**config.mk**
```make
export PLATFORM = sky130hd
export DESIGN_NAME = conv_frame_ctrl
export DESIGN_NICKNAME = d
export VERILOG_FILES = /design/src/rtl/conv_frame_ctrl.sv
export SDC_FILE = /design/constraint.sdc
export NUM_CORES = 1
export LEC_CHECK = 0
export CORE_MARGIN = 1
export CORE_UTILIZATION = 53
export CTS_BUF_LIST = sky130_fd_sc_hd__clkbuf_8 sky130_fd_sc_hd__clkbuf_16
export DETAILED_ROUTE_END_ITERATION = 10
export PLACE_DENSITY = 0.8
export SLEW_MARGIN = 10
export SYNTH_ARGS = -nofsm -noshare
export SYNTH_HDL_FRONTEND = slang
export SYNTH_SLANG_ARGS = --single-unit
export TNS_END_PERCENT = 20
```
**constraint.sdc**
```tcl
create_clock -name clk -period 2.85 [get_ports clk]
set_input_delay 0.285 -clock clk [delete_from_list [all_inputs] [get_ports clk]]
set_output_delay 0.285 -clock clk [all_outputs]
set_load 0.01 [all_outputs]
```
**src/rtl/conv_frame_ctrl.sv**
```systemverilog
// conv_frame_ctrl -- frame sequencer for the 3x3 window generator.
//
// On an accepted start the block resets the window generator for one cycle,
// then streams WIDTH*HEIGHT pixels in raster order from a synchronous-read
// frame memory into it. It moves at most one pixel per clock and stalls on
// hold without losing pixels. It counts emitted windows and pulses done at
// end of frame.
//
// Ports:
//   clk, rst             clock; synchronous active-high reset
//   start, base_addr     frame request (sampled in IDLE), frame base address
//   hold                 downstream stall; no pixel is pushed while high
//   mem_en, mem_addr     memory read request
//   mem_rdata            read data, valid one cycle after mem_en
//   lb_rst               window generator reset (rst or CLEAR state)
//   lb_valid, lb_pix     pixel stream into the window generator
//   win_valid            window strobe from the window generator
//   busy, done           frame in progress / one-cycle end-of-frame pulse
//   win_count, win_err   windows seen this frame / count mismatch flag
module conv_frame_ctrl #(
  parameter int unsigned WIDTH  = 256,
  parameter int unsigned HEIGHT = 256,
  parameter int unsigned BITW   = 8,
  parameter int unsigned ADDRW  = 16
) (
  input  logic             clk,
  input  logic             rst,
  input  logic             start,
  input  logic [ADDRW-1:0] base_addr,
  input  logic             hold,
  output logic             mem_en,
  output logic [ADDRW-1:0] mem_addr,
  input  logic [BITW-1:0]  mem_rdata,
  output logic             lb_rst,
  output logic             lb_valid,
  output logic [BITW-1:0]  lb_pix,
  input  logic             win_valid,
  output logic             busy,
  output logic             done,
  output logic [31:0]      win_count,
  output logic             win_err
);

  localparam int unsigned N       = WIDTH * HEIGHT;
  localparam int unsigned CW      = $clog2(N + 1);
  localparam logic [31:0] EXP_WIN = 32'((WIDTH - 2) * (HEIGHT - 2));

  typedef enum logic [2:0] {IDLE, CLEAR, FETCH, DRAIN, DONE} state_t;

  state_t            state, state_nxt;
  logic [ADDRW-1:0]  base_q;
  logic [CW-1:0]     idx;
  logic [CW-1:0]     pushed;
  logic              rd_pend;     // a read issued last cycle returns now
  logic              skid_full;
  logic [BITW-1:0]   skid_data;

  logic              issue;
  logic              push_skid;
  logic              push_rd;
  logic              capture;

  // Next state plus the issue/delivery decisions. Issuing only with the skid
  // empty means a returning read and a full skid can never coincide.
  always_comb begin
    state_nxt = state;
    issue     = 1'b0;
    push_skid = 1'b0;
    push_rd   = 1'b0;
    capture   = 1'b0;

    case (state)
      IDLE:  if (start) state_nxt = CLEAR;
      CLEAR: state_nxt = FETCH;
      FETCH: begin
        issue = !hold && !skid_full;
        if (issue && idx == CW'(N - 1)) state_nxt = DRAIN;
      end
      // pushed reaches N one cycle before this check fires, leaving room for
      // the window generator's registered win_valid on the last pixel.
      DRAIN: if (pushed == CW'(N)) state_nxt = DONE;
      DONE:  state_nxt = IDLE;
      default: state_nxt = IDLE;
    endcase

    if (state == FETCH || state == DRAIN) begin
      if (skid_full && !hold)      push_skid = 1'b1;
      else if (rd_pend && !hold)   push_rd   = 1'b1;
      else if (rd_pend && hold)    capture   = 1'b1;
    end
  end

  // Combinational outputs are forced to their reset values while rst is high.
  always_comb begin
    mem_en   = issue && !rst;
    mem_addr = mem_en ? base_q + ADDRW'(idx) : '0;
    lb_valid = (push_skid || push_rd) && !rst;
    lb_pix   = '0;
    if (lb_valid) lb_pix = push_skid ? skid_data : mem_rdata;
    lb_rst   = rst || (state == CLEAR);
    busy     = (state != IDLE) && !rst;
    done     = (state == DONE) && !rst;
  end

  always_ff @(posedge clk) begin
    if (rst) begin
      state     <= IDLE;
      base_q    <= '0;
      idx       <= '0;
      pushed    <= '0;
      rd_pend   <= 1'b0;
      skid_full <= 1'b0;
      skid_data <= '0;
      win_count <= '0;
      win_err   <= 1'b0;
    end else begin
      state   <= state_nxt;
      rd_pend <= issue;

      if (state == IDLE && start) begin
        base_q    <= base_addr;
        idx       <= '0;
        pushed    <= '0;
        win_count <= '0;
        win_err   <= 1'b0;
      end else begin
        if (issue)                 idx       <= idx + CW'(1);
        if (push_skid || push_rd)  pushed    <= pushed + CW'(1);
        if (state != IDLE && win_valid) win_count <= win_count + 32'd1;
        if (state == DONE)         win_err   <= (win_count != EXP_WIN);
      end

      if (capture) begin
        skid_full <= 1'b1;
        skid_data <= mem_rdata;
      end else if (push_skid) begin
        skid_full <= 1'b0;
      end
    end
  end

endmodule

```
**After elaboration in Yosys (flattened, before gate mapping)**

Cells that the tools add are included.

- Register bits after elaboration: 96
- Input bits: 29
- Output and inout bits: 62
- Logic and storage cells: 64

- $add $sub $neg: 4
- Equal/unequal tests: 10
- Multiplexer cells: 19
- Reductions and logical operators: 22

Operators with widths:

| cell | count |
|---|---|
| 17-bit by 1-bit adder with 17-bit output, second input constant | 2 |
| 32-bit by 1-bit adder with 32-bit output, second input constant | 1 |
| 32-bit by 16-bit != test with 1-bit output, second input constant | 1 |
| 17-bit by 16-bit == test with 1-bit output, second input constant | 1 |
| 17-bit == test, second input constant | 1 |
| 16-bit adder | 1 |
| 16-bit 2-to-1 mux | 1 |
| 8-bit 2-to-1 mux | 2 |
| 1-bit 2-to-1 mux | 12 |
| 3-bit case mux with 4 select lines | 1 |
| 1-bit logical AND | 11 |
| 3-bit 2-to-1 mux | 3 |
| 3-bit by 2-bit == test with 1-bit output, second input constant | 2 |
| 2-bit != test, second input constant | 3 |
| 3-bit by 1-bit == test with 1-bit output, second input constant | 1 |
| 3-bit == test, second input constant | 1 |
| 1-bit logical NOT | 3 |
| 3-bit logical NOT | 1 |
| 1-bit logical OR | 3 |
| 3-bit AND reduction | 1 |
| 3-bit nonzero test | 1 |
| 2-bit nonzero test | 1 |
| 2-bit OR reduction | 1 |

**Logic depth before layout (Yosys ltp)**

Gate-level depths: netlist of run 1.

- Depth in word-level cells: 8
- Mapped depth: 8
- Depth with buffers taken out: 8

**Least setup slack after synthesis of run 1**

No wires, ideal clock.

- Path type: register -> output
- Start point: register idx[0]
- End point: output port mem_addr[14]
- Arrival time: 2078 ps
- Required time: 2565 ps
- Setup slack: 487 ps
- Stages on the path, launching flop included: 9
- Path buffers: 0
- Path through: dfxtp_1 ha_1 inv_1 fa_1 nor2b_1 o211ai_1 a211o_1 o211ai_1 mux2i_1

- Word-level cells in the longest chain between the ends: 2

RTL lines:

| element | line | text |
|---|---|---|
| start: declaration | 52 | `logic [CW-1:0] idx;` |
| start signal: assignment | 127 | `if (issue) idx <= idx + CW'(1);` |
| 16-bit adder | 96 | `mem_addr = mem_en ? base_q + ADDRW'(idx) : '0;` |
| 16-bit 2-to-1 mux | 96 |  |
| end: declaration | 32 | `output logic [ADDRW-1:0] mem_addr,` |

Every way passes these cells.

**Final worst setup path of run 1**

- Start point: register base_q[0]
- End point: output port mem_addr[14]

- Word-level cells in the longest chain between the ends: 2

RTL lines:

| element | line | text |
|---|---|---|
| start: declaration | 51 | `logic [ADDRW-1:0] base_q;` |
| start signal: assignment | 121 | `base_q <= base_addr;` |
| 16-bit adder | 96 |  |
| 16-bit 2-to-1 mux | 96 |  |

Every way passes these cells.

==> metrics.md, run 1 <==
| Metric | Value |
|---|---|
| F_max | `360 MHz` |
| Final Cell Area | `6630 um^2` |
| Count of pins over their slew limit | `0` |
| CTS tree | `built` |
| Min Tclk post-route | `2.78 ns` |
| Maxcap violations | `0` |
| Drt total wl | `13.4 mm` |
| Top cell by count, worst path | `o211ai_1` |
| Slew HR | `23.4%` |
| GR peak layer | `met2` |
| Primary FF master, synth | `dfxtp_1` |
| Static Leak | `2.38 nW` |
| RSZ-0062 raised after global routing | `true` |
| Fin Hold WS | `0.462 ns` |
| Syn Area/Cell | `7.79 um^2` |
| 1st-iter DRT viols | `279` |
| DP Wirelength | `9.84 mm` |
| Peak VDD IR | `0.000330 V` |
| Synth Register Bits | `96` |
| CTS Buf Count | `9` |
| Pwr Total | `2.45 mW` |
| Outcome | `finished clean` |
| Layout Nets | `818` |
| Startpoint Class | `flip-flop` |
| Most common cell after layout, fill and taps aside | `nand2_1` |
| Placed cells | `884` |
| Critical-path top delay cell | `dfxtp_2` |
| Clock tree root buffer cell | `clkbuf_8` |
| First-pass GRT wire length | `21.8 mm` |
| Grt met3 use | `3.17%` |
| Initial antenna violation count | `0` |
| Initial Util | `55.6%` |
| N_diodes | `0` |
| Max Root-Sink Buffers | `2` |
| Final Skew | `0.0157 ns` |
| Worst slack at placement | `-0.0830 ns` |
| Die height | `101 um` |
| Layout cells sized above 1 | `9.97%` |
| Synth async-reset ratio | `0%` |
| GRT overflow | `0` |
| Met2 GRT Util | `45.5%` |
| Synthesized cell area | `5230 um^2` |
| Crit path required time | `2.57 ns` |
| H-tree Lvls | `3` |
| Synthesized instance count | `672` |
| Clock Pin Slew Worst Setup and Hold Paths | `0.10 ns` |
| Hold Crit Class | `flip-flop to flip-flop` |
| Setup violators final | `0` |
| Final hold vios | `0` |
| Number of I/O port buffers | `90` |
| Netlist cell types | `55` |
| Measured slew at the worst slew-check pin | `1.13 ns` |
| Reg2Reg Depth | `5` |
| GRT met1 Usage | `34.5%` |
| Die W | `101 um` |
| Final WS setup | `0.0722 ns` |
| Final core occ | `70.4%` |
| Die Area | `10,300 um^2` |
| Critical Setup Path Class | `flip-flop to output pin` |
| Drt first pass iters | `5` |
| Mean routed wirelength per cell | `14.9 um` |
| Core Region | `9420 um^2` |
| TNS Setup | `0 ns` |
| Yosys warns | `0` |
| Clk_lat worst skew | `0.37 ns` |
| Post-synth EDFFs | `0` |
| IO Pins | `91` |
| Critical-path cell list | `ha_4 > inv_1 > fa_2 > nor2b_2 > o211ai_1 > a211o_1 > o211ai_1 > mux2i_1 > buf_2` |
| Sequential fraction of the synthesis area | `36.7%` |
| Largest net degree at the start of global routing | `44` |
| Crit path capture type | `output pin` |
| FP Rows | `35` |
| Slowest stage delay, CP | `0.37 ns` |
| Total track usage | `26.6%` |
| ANT nets after route | `0` |
| Post-synthesis net count | `723` |
| Via count | `5,048` |
| Worst Path Max Fanout | `2` |
| Remaining DRCs | `0` |
| Commonest cells after routing, fill and taps aside | `nand2_1 (108), dfxtp_1 (88), nor2_1 (86)` |
| Final cycle utilization of the critical path | `97.5%` |
| Worst hold stages | `2` |
| Finished Layout Cells | `901` |
| Vias in the first global route | `4,723` |
| Vias per cell | `5.60` |
| PD cells | `370 nW/um^2` |
| Synthesis-to-finish area growth | `26.7%` |
| Worst EP arrival | `2.49 ns` |
| CTS Sinks | `96` |
| DP Area | `6360 um^2` |
| Gp weighted congestion | `0.929` |
## state kept, by name (all words and copies together) (netlist names)
name	cells
state	3
win_err	1
base_q	16
rd_pend	1
win_count	32
idx	17
skid_full	1
skid_data	8
pushed	17
## area by class of cell
type / count / area, um^2
multi-input cells: 522 / 3200
fillers: 775 / 2790
flip-flops and latches: 96 / 1930
repair buffers: 113 / 1070
well taps: 129 / 161
clock buffers: 9 / 124
inverters: 25 / 93.8
clock inverters: 7 / 52.6
## report_power, final
| group | internal (mW) | switching, mW |
|---|---|---|
| clock network | 0.324 | 0.504 |
| registers | 1.36 | 0.0197 |
| logic | 0.106 | 0.135 |
## worst paths after layout
check	start	end	slack (ns)
hold reg to reg	skid_data[3]$_SDFFE_PP0P_	skid_data[3]$_SDFFE_PP0P_	0.46
setup / recovery	base_q[0]$_SDFFE_PP0P_	mem_addr[14]	0.07
hold / removal	skid_data[3]$_SDFFE_PP0P_	skid_data[3]$_SDFFE_PP0P_	0.46
setup reg to reg	state[0]$_SDFFE_PP0P_	win_count[31]$_SDFFE_PP0P_	0.52
## synth_stat cells (all sizes together) (3+ instances only)
| cell type | n | area, um^2 |
|---|---|---|
| nand2 | 110 | 415 |
| dfxtp | 96 | 1920 |
| nor2 | 87 | 329 |
| a21oi | 60 | 300 |
| xor2 | 36 | 315 |
| nand4 | 26 | 184 |
| clkbuf | 24 | 90.1 |
| inv | 24 | 90.1 |
| xnor2 | 24 | 210 |
| nand3 | 23 | 115 |
| nor3 | 23 | 115 |
| ha | 21 | 263 |
| nor4 | 14 | 139 |
| o21ai | 14 | 70.1 |
| or3 | 9 | 56.3 |
| and3 | 8 | 51.3 |
| and2 | 6 | 37.5 |
| o21a | 6 | 45.0 |
| buf | 5 | 22.5 |
| nor2b | 5 | 31.3 |
| nor4b | 5 | 43.8 |
| a21o | 4 | 30.0 |
| o21bai | 4 | 30.0 |
| a211oi | 3 | 22.5 |
| and4 | 3 | 26.3 |
| mux2i | 3 | 30.0 |
| o211ai | 3 | 22.5 |
| o31ai | 3 | 22.5 |
## repair_timing
item	4_1_cts	5_1_grt
gates resized for setup	37	8
setup endpoints to repair	9	5
pin swaps	4	3
setup buffers	1	0
hold buffers	0	0
gates cloned	0	0
## metal layers
| layer | wire length [um] | vias up |
|---|---|---|
| li1 | - | 2509 |
| met3 | 607 | 21 |
| met1 | 6060 | 2390 |
| met2 | 6500 | 128 |
| met5 | 0 | - |
| met4 | 223 | 0 |
## cell families after synthesis
| group | synth area share, % |
|---|---|
| fa+ha+maj | 5.40 |
| buf+inv | 3.95 |
| mux | 0.574 |
| simple gates | 31.3 |
| compound gates | 12.0 |
| xor+xnor | 10.0 |
| flops | 36.7 |
## critical path: cells and delay by family, from the launching register on
family | cells | cell delay [ns]
adders and majority gates | 2 | 0.49
muxes | 1 | 0.23
buffers and inverters | 2 | 0.21
DFF | 1 | 0.37
and+or+nand+nor | 1 | 0.13
AOI/OAI and AO/OA | 3 | 0.70
Note: power is estimated with default switching activity, not from simulation.
==> run 2: changes to the inputs <==
--- a/config.mk
+++ b/config.mk
@@ -7,8 +7,8 @@
 export LEC_CHECK = 0
 export CORE_MARGIN = 1
 export CORE_UTILIZATION = 53
-export CTS_BUF_LIST = sky130_fd_sc_hd__clkbuf_8 sky130_fd_sc_hd__clkbuf_16
 export DETAILED_ROUTE_END_ITERATION = 10
+export GPL_TIMING_DRIVEN = 0
 export PLACE_DENSITY = 0.8
 export SLEW_MARGIN = 10
 export SYNTH_ARGS = -nofsm -noshare
==> run 2 against run 1 <==
Compared with the run above: final cell count increased by 0.55%; clock skew decreased by 0.0044 ns; combinational power increased by 3%; largest cell class unchanged; via count increased by 0.61%; final area increased by 1.1%; critical path depth decreased by 2; total power increased by 4.8%; clock power increased by 14%; sequential share of layout area decreased by 0.30 points.
==> metrics.md, run 2 (synthesized netlist as in run 1, its figures left out) <==
| Metric | Value |
|---|---|
| FP Rows | `35 (unchanged)` |
| CTS tree | `built (unchanged)` |
| 1st-iter DRT viols | `146 (was 279)` |
| Number of I/O port buffers | `90 (unchanged)` |
| Worst EP arrival | `2.52 ns (was 2.49 ns)` |
| Outcome | `finished clean (unchanged)` |
| Maxcap violations | `0 (unchanged)` |
| Die W | `101 um (unchanged)` |
| Final hold vios | `0 (unchanged)` |
| Clock tree root buffer cell | `clkbuf_8 (unchanged)` |
| Initial antenna violation count | `0 (unchanged)` |
| Synthesis-to-finish area growth | `28.0% (was 26.7%)` |
| Commonest cells after routing, fill and taps aside | `nand2_1 (108), dfxtp_1 (89), nor2_1 (86) (was nand2_1 (108), dfxtp_1 (88), nor2_1 (86))` |
| Max reg flops | `32 (unchanged)` |
| FF-to-FF Start | `state[0]$_SDFFE_PP0P_ (unchanged)` |
| CTS Buf Count | `9 (unchanged)` |
| Gp weighted congestion | `0.883 (was 0.929)` |
| Worst flop-to-flop path endpoint | `pushed[2]$_SDFFE_PP0N_ (was win_count[31]$_SDFFE_PP0P_)` |
| Critical-path top delay cell | `dfxtp_1 (was dfxtp_2)` |
| Most common cell after layout, fill and taps aside | `nand2_1 (unchanged)` |
| Vias per cell | `5.61 (was 5.60)` |
| Startpoint Class | `flip-flop (unchanged)` |
| Remaining DRCs | `0 (unchanged)` |
| Initial Util | `55.6% (unchanged)` |
| Mean routed wirelength per cell | `14.8 um (was 14.9 um)` |
| Top reg by flops | `win_count (unchanged)` |
| Filler Cell Count | `746 (was 775)` |
| Placed cells | `891 (was 884)` |
| Drt first pass iters | `5 (unchanged)` |
| Critical-path cell list | `ha_1 > nand2_1 > o21ai_0 > a221o_1 > or3_1 > a21oi_1 > dlygate4sd2_1 (was ha_4 > inv_1 > fa_2 > nor2b_2 > o211ai_1 > a211o_1 > o211ai_1 > mux2i_1 > buf_2)` |
| Final Cell Area | `6700 um^2 (was 6630 um^2)` |
| Min-delay src | `base_addr[10] (was skid_data[3]$_SDFFE_PP0P_)` |
| Vias in the first global route | `4,753 (was 4,723)` |
| Drt total wl | `13.4 mm (about the same)` |
| Worst hold stages | `3 (was 2)` |
| Static Leak | `2.40 nW (was 2.38 nW)` |
| Peak VDD IR | `0.000395 V (was 0.000330 V)` |
| Die height | `101 um (unchanged)` |
| FF-to-FF setup slack | `0.44 ns (was 0.52 ns)` |
| Final Skew | `0.0113 ns (was 0.0157 ns)` |
| First-pass GRT wire length | `21.8 mm (about the same)` |
| Count of pins over their slew limit | `0 (unchanged)` |
| Largest net degree at the start of global routing | `19 (was 44)` |
| PD cells | `383 nW/um^2 (was 370 nW/um^2)` |
| Reg2Reg Depth | `7 (was 5)` |
| Final core occ | `71.2% (was 70.4%)` |
| Crit path capture type | `output pin (unchanged)` |
| Crit path required time | `2.57 ns (about the same)` |
| Final cycle utilization of the critical path | `98.6% (was 97.5%)` |
| TNS Setup | `0 ns (unchanged)` |
| Clock Pin Slew Worst Setup and Hold Paths | `0.10 ns (about the same)` |
| RSZ-0062 raised after global routing | `true (unchanged)` |
| Max Root-Sink Buffers | `2 (unchanged)` |
| Layout cells sized above 1 | `9.27% (was 9.97%)` |
| Worst Hold Endpoint | `base_q[10]$_SDFFE_PP0P_ (was skid_data[3]$_SDFFE_PP0P_)` |
| F_max | `356 MHz (was 360 MHz)` |
| IO Pins | `91 (unchanged)` |
| Layout Nets | `823 (was 818)` |
| Core Region | `9420 um^2 (unchanged)` |
| H-tree Lvls | `3 (unchanged)` |
| ANT nets after route | `0 (unchanged)` |
| Slew HR | `19.7% (was 23.4%)` |
| Worst Path Max Fanout | `5 (was 2)` |
| Measured slew at the worst slew-check pin | `1.19 ns (was 1.13 ns)` |
| Die Area | `10,300 um^2 (unchanged)` |
| CTS Sinks | `96 (unchanged)` |
| Via count | `5,079 (was 5,048)` |
| Setup violators final | `0 (unchanged)` |
| Critical Setup Path Class | `flip-flop to output pin (unchanged)` |
| Total track usage | `27.1% (was 26.6%)` |
| Biggest regs | `win_count (32), idx (17), pushed (17) (unchanged)` |
| DP Wirelength | `10.1 mm (was 9.84 mm)` |
| DP Area | `6290 um^2 (was 6360 um^2)` |
| Clk_lat worst skew | `0.38 ns (was 0.37 ns)` |
| Hold Crit Class | `input port to flip-flop (was flip-flop to flip-flop)` |
| Slowest stage delay, CP | `0.44 ns (was 0.37 ns)` |
| GRT overflow | `0 (unchanged)` |
| N_diodes | `0 (unchanged)` |
| Min Tclk post-route | `2.81 ns (was 2.78 ns)` |
| Finished Layout Cells | `906 (was 901)` |
-- run 2: changes by cell type in the layout (fill, tap and decap cells not counted), moves of 3 or more --
cell / before / now
buf_2: 3 / 6
buf_4: 22 / 6
ha_2: 0 / 3
dlygate4sd2_1: 5 / 1
ha_1: 17 / 12
dlymetal6s2s_1: 1 / 5
clkbuf_1: 0 / 16
a21oi_2: 4 / 1
-- run 2: worst max-delay path by stage --
stage / slack [ns] / endpoint / cells past startpoint / startpoint
after CTS: -0.24 / mem_addr[13] / 7 / idx[2]$_SDFFE_PP0P_
final: 0.04 / mem_addr[15] / 7 / idx[9]$_SDFFE_PP0P_
after detailed placement: -0.28 / mem_addr[8] / 8 / hold
after floorplan: 0.49 / mem_addr[14] / 8 / idx[0]$_SDFFE_PP0P_
after global placement: -0.26 / mem_addr[8] / 8 / hold
after global routing: -0.13 / mem_addr[4] / 10 / base_q[1]$_SDFFE_PP0P_
-- run 2: power by group --
group / internal, mW / switching (mW) / leakage [nW]
clock: 0.424 / 0.518 / 0.103
sequential: 1.36 / 0.0172 / 0.780
combinational: 0.106 / 0.143 / 1.51
-- run 2: layout make-up --
class                           instances  area (um^2)  area share [%]
Multi-Input combinational cell        522         3260            48.7
Inverter                               25         97.6            1.46
Timing Repair Buffer                   97          953            14.2
Clock inverter                          7         83.8            1.25
Buffer                                 21         83.8            1.25
Clock buffer                            9          124            1.85
Tap cell                              129          161            2.41
Sequential cell                        96         1930            28.9
-- run 2: worst max-delay path, delay by kind of cell (launching register included) --
family	cells	cell delay, ns
AOI/OAI and AO/OA	3	0.57
adders and majority gates	1	0.34
buffers and inverters	1	0.29
DFF	1	0.44
and+or+nand+nor	2	0.50
-- run 2: what timing repair did --
action / CTS / global route
pin swaps: 4 / 6
setup endpoints to repair: 24 / 24
hold buffers: 0 / 0
gates resized for setup: 34 / 28
buffers inserted: 5 / 2
-- run 2: layer usage --
layer	global-route usage [%]	share of wire [%]
met1	33.5	45
met2	46.6	49
met4	7.02	0.76
met3	7.18	4.8
met5	0	0
-- run 2: stage by stage --
step | hold WS (ns) | setup WS, ns | power (mW)
final | 0.448 | 0.0405 | 2.57
after detailed placement | 0.447 | -0.277 | 1.64
after global placement | 0.442 | -0.263 | 1.63
after floorplan | 0.421 | 0.487 | 1.54
after CTS | 0.432 | -0.240 | 2.57
after global routing | 0.446 | -0.130 | 2.67
